<file path="config.mk">
export PLATFORM = sky130hd
export DESIGN_NAME = call_stack
export DESIGN_NICKNAME = d
export VERILOG_FILES = /design/src/rtl/call_stack_pkg.sv /design/src/rtl/call_stack.sv
export SDC_FILE = /design/constraint.sdc
export NUM_CORES = 1
export LEC_CHECK = 0
export ABC_AREA = 1
export ABC_CLOCK_PERIOD_IN_PS = 4540
export BUFFER_PORTS_ARGS = -buffer_cell sky130_fd_sc_hd__buf_2
export CAP_MARGIN = 25
export CORE_MARGIN = 5
export CORE_UTILIZATION = 65
export DETAILED_ROUTE_END_ITERATION = 6
export PLACE_DENSITY = 0.95
export SETUP_SLACK_MARGIN = 0.4
export SYNTH_ARGS = -nofsm -noshare
export SYNTH_HDL_FRONTEND = slang
export SYNTH_SLANG_ARGS = --single-unit
</file>
<file path="constraint.sdc">
create_clock -name clk -period 4.54 [get_ports clk]
set_input_delay 0.908 -clock clk [delete_from_list [all_inputs] [get_ports clk]]
set_output_delay 0.908 -clock clk [all_outputs]
set_load 0.05 [all_outputs]
</file>
<file path="src/rtl/call_stack_pkg.sv">
// ---------------------------------------------------------------------------
// call_stack_pkg
// Shared pipeline constants for the return-address stack, the PC mux and the
// jump-target logic.
//   STACK_DEPTH : number of return-address entries in the call stack
//   ADDR_W      : program-counter / return-address width in bits
//   PTR_W       : width of the stack pointer and of the exported entry count
// ---------------------------------------------------------------------------
package call_stack_pkg;

    localparam int STACK_DEPTH = 8;
    localparam int ADDR_W      = 13;
    localparam int PTR_W       = 4;

endpackage

</file>
<file path="src/rtl/call_stack.sv">
// ---------------------------------------------------------------------------
// call_stack
// Hardware return-address stack for subroutine calls. A call pushes PC+1, a
// return pops it, and top_addr feeds the PC mux so a return can jump straight
// to the saved address. Overflow and underflow attempts are rejected and
// recorded in sticky flags until clr_err.
//
// Ports
//   clk        : sole clock, state updates on the rising edge
//   rst        : asynchronous active-low reset
//   push       : store push_addr on top of the stack (call)
//   pop        : discard the top entry (return)
//   halt       : freeze; push, pop and clr_err are ignored
//   clr_err    : synchronous clear of the sticky error flags
//   push_addr  : return address to store
//   top_addr   : current top entry, zero when the stack is empty
//   empty      : no entries stored
//   full       : DEPTH entries stored
//   count      : number of stored entries, 0..DEPTH
//   overflow   : sticky, a push was rejected because the stack was full
//   underflow  : sticky, a pop was rejected because the stack was empty
// ---------------------------------------------------------------------------
module call_stack
    import call_stack_pkg::*;
#(
    parameter int DEPTH = STACK_DEPTH,
    parameter int AW    = ADDR_W
) (
    input  logic             clk,
    input  logic             rst,
    input  logic             push,
    input  logic             pop,
    input  logic             halt,
    input  logic             clr_err,
    input  logic [AW-1:0]    push_addr,
    output logic [AW-1:0]    top_addr,
    output logic             empty,
    output logic             full,
    output logic [PTR_W-1:0] count,
    output logic             overflow,
    output logic             underflow
);

    localparam int               IDX_W  = (DEPTH > 1) ? $clog2(DEPTH) : 1;
    localparam logic [PTR_W-1:0] SP_MAX = PTR_W'(DEPTH);

    logic [AW-1:0]    storage [DEPTH];
    logic [PTR_W-1:0] sp;
    logic [PTR_W-1:0] sp_next;
    logic [IDX_W-1:0] top_idx;
    logic [IDX_W-1:0] wr_idx;
    logic             wr_en;
    logic             ovf_set;
    logic             unf_set;

    // sp counts stored entries, so the top lives one slot below it
    assign empty    = (sp == '0);
    assign full     = (sp == SP_MAX);
    assign count    = sp;
    assign top_idx  = IDX_W'(sp - PTR_W'(1));
    assign top_addr = empty ? '0 : storage[top_idx];

    // Decide this cycle's write slot, pointer move and error events.
    // Push together with pop means "replace the top", except on an empty
    // stack where there is nothing to replace and it behaves as a plain push.
    always_comb begin
        sp_next = sp;
        wr_en   = 1'b0;
        wr_idx  = IDX_W'(sp);
        ovf_set = 1'b0;
        unf_set = 1'b0;
        if (!halt) begin
            case ({push, pop})
                2'b10: begin
                    if (full) begin
                        ovf_set = 1'b1;
                    end else begin
                        wr_en   = 1'b1;
                        sp_next = sp + PTR_W'(1);
                    end
                end
                2'b01: begin
                    if (empty) begin
                        unf_set = 1'b1;
                    end else begin
                        sp_next = sp - PTR_W'(1);
                    end
                end
                2'b11: begin
                    wr_en = 1'b1;
                    if (empty) begin
                        sp_next = sp + PTR_W'(1);
                    end else begin
                        wr_idx = top_idx;
                    end
                end
                default: begin
                end
            endcase
        end
    end

    // Storage, pointer and sticky flags. A newly detected error wins over a
    // simultaneous clr_err so that no event is ever lost.
    always_ff @(posedge clk or negedge rst) begin
        if (!rst) begin
            sp        <= '0;
            overflow  <= 1'b0;
            underflow <= 1'b0;
            for (int i = 0; i < DEPTH; i++) begin
                storage[i] <= '0;
            end
        end else begin
            sp <= sp_next;
            if (wr_en) begin
                storage[wr_idx] <= push_addr;
            end
            if (!halt) begin
                overflow  <= ovf_set | (overflow & ~clr_err);
                underflow <= unf_set | (underflow & ~clr_err);
            end
        end
    end

endmodule

</file>
### Yosys cells after proc, flatten, opt, wreduce, memory -nomap -nowiden

Cells that the tools add are included.

| word-level totals | value |
|---|---|
| flip-flop bits (word level) | 110 |
| latch bits | 0 |
| RAM bits | 0 |
| bits in read-only memories | 0 |
| bits of input ports | 19 |
| output and inout port bits | 21 |
| logic and storage cells | 58 |
| memories | 0 |

| operators by class | value |
|---|---|
| add/sub/neg operators | 2 |
| multiply operators | 0 |
| divide/modulo/power cells | 0 |
| order comparisons | 3 |
| eq/ne operators | 7 |
| shift operators | 0 |
| muxes and demuxes | 23 |
| bitwise operators | 8 |
| reductions and logical operators | 4 |

Operators by type and width:

| kind | count |
|---|---|
| 104-bit bitwise mux | 1 |
| 13-bit two-way mux | 4 |
| 13-bit binary-select mux with 3-bit select | 1 |
| 13-bit demux with 3-bit select | 1 |
| 4-bit two-way mux | 3 |
| 4-bit one-hot mux with 3 select lines | 1 |
| 3-bit two-way mux | 3 |
| 4-bit >= comparator, second input constant | 2 |
| 1-bit two-way mux | 8 |
| 3-bit NOT with 4-bit output | 2 |
| 2-bit inequality test, second input constant | 3 |
| 5-bit AND reduction | 1 |
| 4-bit by 1-bit adder with 4-bit output, second input constant | 1 |
| 2-bit == test, second input constant | 2 |
| 4-bit == test, second input constant | 1 |
| 4-bit zero test | 1 |
| 4-bit by 1-bit < comparator with 1-bit output, second input constant | 1 |
| 4-bit by 1-bit subtractor with 4-bit output, second input constant | 1 |
| 3-bit nonzero test | 1 |
| 1-bit bitwise AND | 2 |
| 2-bit by 1-bit == test with 1-bit output, second input constant | 1 |
| 1-bit NOT | 2 |
| 1-bit bitwise OR | 2 |
| 1-bit one-hot mux with 2 select lines | 1 |
| 1-bit logical AND | 1 |

### Logic depth before layout (Yosys ltp)

| depth | value |
|---|---|
| depth in word-level cells | 10 |
| mapped depth | 15 |

### Least setup slack after synthesis

Ideal clock, no wire load.

| timing path | value |
|---|---|
| path kind | reg-to-output |
| start point | reg sp[0], in the netlist count[0] |
| end point | out top_addr[10] |
| data arrival time | 2968 ps |
| setup slack | 664 ps |
| stages on the path, launching flop included | 11 |
| cell sequence | dfrtp_1 > inv_1 > clkbuf_1 > clkbuf_1 > ha_1 > clkbuf_1 > clkbuf_1 > o21ai_0 > o22ai_1 > a21oi_1 > nor2_1 |

| on the way | value |
|---|---|
| word-level cells in the longest chain between the ends | 6 |
| elaborated cells between the ends (all ways) | 7 |

Ends and longest elaborated chain:

| element | RTL line | RTL |
|---|---|---|
| from (decl) | call_stack.sv:48 | `logic [PTR_W-1:0] sp;` |
| from (signal assigned) | call_stack.sv:114 | `sp <= sp_next;` |
| 4-bit by 1-bit subtractor with 4-bit output | n/a |  |
| via top_idx[0] | call_stack.sv:50 | `logic [IDX_W-1:0] top_idx;` |
| 3-bit NOT with 4-bit output (implied by the code) | call_stack.sv:61 | `assign top_addr = empty ? '0 : storage[top_idx];` |
| 13-bit binary-select mux with 3-bit select | call_stack.sv:61 |  |
| 13-bit two-way mux (implied by the code) (2 in a row) | call_stack.sv:61 |  |
| 13-bit two-way mux | call_stack.sv:61 |  |
| to (decl) | call_stack.sv:36 | `output logic [AW-1:0] top_addr,` |

The timed path passes the listed nets, and every way through them passes these cells. The select of a mux whose other input is x is not followed.

### Worst setup path after layout

| timing path | value |
|---|---|
| start point | reg sp[0], in the netlist count[0] |
| end point | out top_addr[7] |

| on the way | value |
|---|---|
| word-level cells in the longest chain between the ends | 6 |
| elaborated cells between the ends (all ways) | 7 |

Ends and longest elaborated chain:

| element | RTL line |
|---|---|
| 4-bit by 1-bit subtractor with 4-bit output | n/a |
| 3-bit NOT with 4-bit output (implied by the code) | call_stack.sv:61 |
| 13-bit binary-select mux with 3-bit select | call_stack.sv:61 |
| 13-bit two-way mux (implied by the code) (2 in a row) | call_stack.sv:61 |
| 13-bit two-way mux (*) | call_stack.sv:61 |

Mark *: on every way between the ends. The rest lies on a longest branch, timed or not. The select of a mux whose other input is x is not followed.

==> impl_metrics.json <==
{
  "syn-instance-count": 746,
  "die_width_um": 103,
  "finalSetupViolations": 0,
  "drive_above_1_share_pct": 10.7,
  "synth-seq-area-share_pct": 48.8,
  "cts_sinks": 110,
  "setup_tns_ns": 0,
  "synth_edf_count": 0,
  "wl_per_cell_um": 16.9,
  "firstDrtPassIters": 5,
  "netlist_area_mm2": 0.00564,
  "hold_class": "in -> async",
  "final_cell_mix": "nand2_1 (240), nand3_1 (111), dfrtp_1 (110), nor2_1 (72), o21ai_0 (72)",
  "cts_resized": 0,
  "initial_utilization_pct": 65.6,
  "finalCriticalPeriod_ns": 3.92,
  "synth_top_area_share_pct": 48.8,
  "postCtsSetupBuffers": 0,
  "nNetsFinal": 762,
  "cts-root-buf": "clkbuf_8",
  "synth.avg_cell_area_um2": 7.55,
  "slowest_stage": "inv_1",
  "antenna_found_initial": 0,
  "place_hpwl_mm": 9.36,
  "clk_pin_slew_ns": 0.11,
  "syn_to_final_growth_pct": 5.42,
  "status": "completed",
  "avgViaCountPerCell": 6.25,
  "drtIter0Drc": 630,
  "port_buffers": 39,
  "ys.flop_type": "dfrtp_1",
  "min_period_over_period_pct": 86.4,
  "ys_ff_latch": 110,
  "drv_slew": 0,
  "worstSetupStartpointType": "flip-flop",
  "clock_skew_ns": 0.0110,
  "wirelength_mm": 14.4,
  "critPathKind": "reg -> out",
  "endpoint_kind": "primary output",
  "tightestPinTransition_ns": 1.05,
  "ys_async_sr_fraction_pct": 100,
  "arrival_ns": 3.02,
  "clkLatencyLatePin_ns": 0.38,
  "drcViolationCount": 0,
  "ioPinCount": 40,
  "max_cap_violations": 0,
  "cts_buffer_depth": 2,
  "gp_congestion": 0.959,
  "required_ns": 3.63,
  "max_slew_margin_pct": 30.2,
  "grt_max_degree": 85,
  "rsz0062_at_grt": "false",
  "rows": 34,
  "final_common_cell": "nand2_1",
  "synth_warnings": 0,
  "antenna_left": 0,
  "synth_top_area_cell": "dfrtp_1",
  "fp.dieH_um": 103,
  "numCtsBuffers": 9,
  "first_global_vias": 4927,
  "die_area_mm2": 0.0106,
  "cts_hold_buffers": 0,
  "grt_remaining_overflow": 0,
  "max_freq_mhz": 255,
  "hold_viol_final": 0,
  "synth_area_leaders": "dfrtp_1 (49%), nand2_1 (16%), nand3_1 (9.9%)",
  "max_stage_delay_ns": 0.55,
  "crit_chain": "inv_1, ha_1, inv_1, o21ai_0, o22ai_1, o21ai_0, nor2_1, buf_2",
  "grtUsageTotal_pct": 28.5,
  "synthDistinctLibCells": 24,
  "num_vias": 5336,
  "h-tree-depth": 3,
  "coreArea_mm2": 0.00859,
  "synthesis.nets": 768,
  "grt_pass1_wl_mm": 23.9,
  "path_max_fanout": 27,
  "utilization_pct": 69.1,
  "cts_tree": "built"
}
## worst max-delay path: cells and delay by family, from the launching register on
kind / cells / cell delay [ns]
buffers and inverters: 3 / 1.18
AO/OA/AOI/OAI: 3 / 0.58
flip-flops: 1 / 0.40
adder cells (fa/ha/maj): 1 / 0.32
AND/OR/NAND/NOR: 1 / 0.16
## synth_stat cells, types with 6 or more instances
library cell and count:
nand2_1 240, nand3_1 111, dfrtp_1 110, nor2_1 73, o21ai_0 72, o22ai_1 27
buf_2 24, clkbuf_1 24, a21oi_1 13, inv_1 12, nand2_2 9, buf_4 8
clkbuf_2 6
## path summary, 6_finish.rpt
check                            start          end  slack (ns)  cells after the start
min reg2reg                storage[27]  storage[27]        0.47                      2
min in group clk           storage[27]  storage[27]        0.47                      2
max reg2reg                   count[0]  storage[61]        0.99                     10
min                                rst     count[1]        0.36                      1
max in group asynchronous          rst     overflow        3.59                      2
max                           count[0]  top_addr[7]        0.62                      8
## sequential cells by signal, indices dropped and copies added, names as in the netlist
| signal | flops |
|---|---|
| underflow | 1 |
| count | 4 |
| overflow | 1 |
| storage | 104 |
## layout make-up
type,instances,area [um^2]
Multi-Input combinational cell,558,2530
Clock buffer,10,128
Sequential cell,110,2750
Fill cell,683,2650
Timing Repair Buffer,46,270
Clock inverter,6,61.3
Antenna cell,1,2.50
Tap cell,108,135
Inverter,15,61.3
## metrics by stage
step / setup WS [ns] / std cells / cell area (um^2) / hold WS [ns]
4_1_cts: 0.652 / 852 / 5910 / 0.479
3_5_place_dp: 1.07 / 836 / 5720 / 0.453
6_report: 0.616 / 854 / 5940 / 0.358
3_3_place_gp: 1.17 / 836 / 5720 / 0.448
5_1_grt: 0.423 / 853 / 5940 / 0.351
2_1_floorplan: 0.664 / 746 / 5640 / 0.437
## layer usage
layer	global-route usage (%)	share of wire [%]	vias to the layer above
met1	39.1	39	2545
li1	-	-	2416
met2	45.7	48	330
met4	9.96	2.9	0
met3	5.35	10	45
met5	0	0	-
## logic make-up (layout without fill, tap and decap cells)
group	count (synthesis)	after routing	share of synthesized area (%)
simple gates	439	439	32.9
compound gates	113	113	10.7
flops	110	110	48.8
buf+inv	78	77	6.48
fa+ha+maj	3	3	0.666
xor+xnor	3	3	0.466
other cells	0	1	0
Power is left out: the tool's default activity adds up to more than one toggle a clock period on the data nets, which glitch-free logic cannot reach.
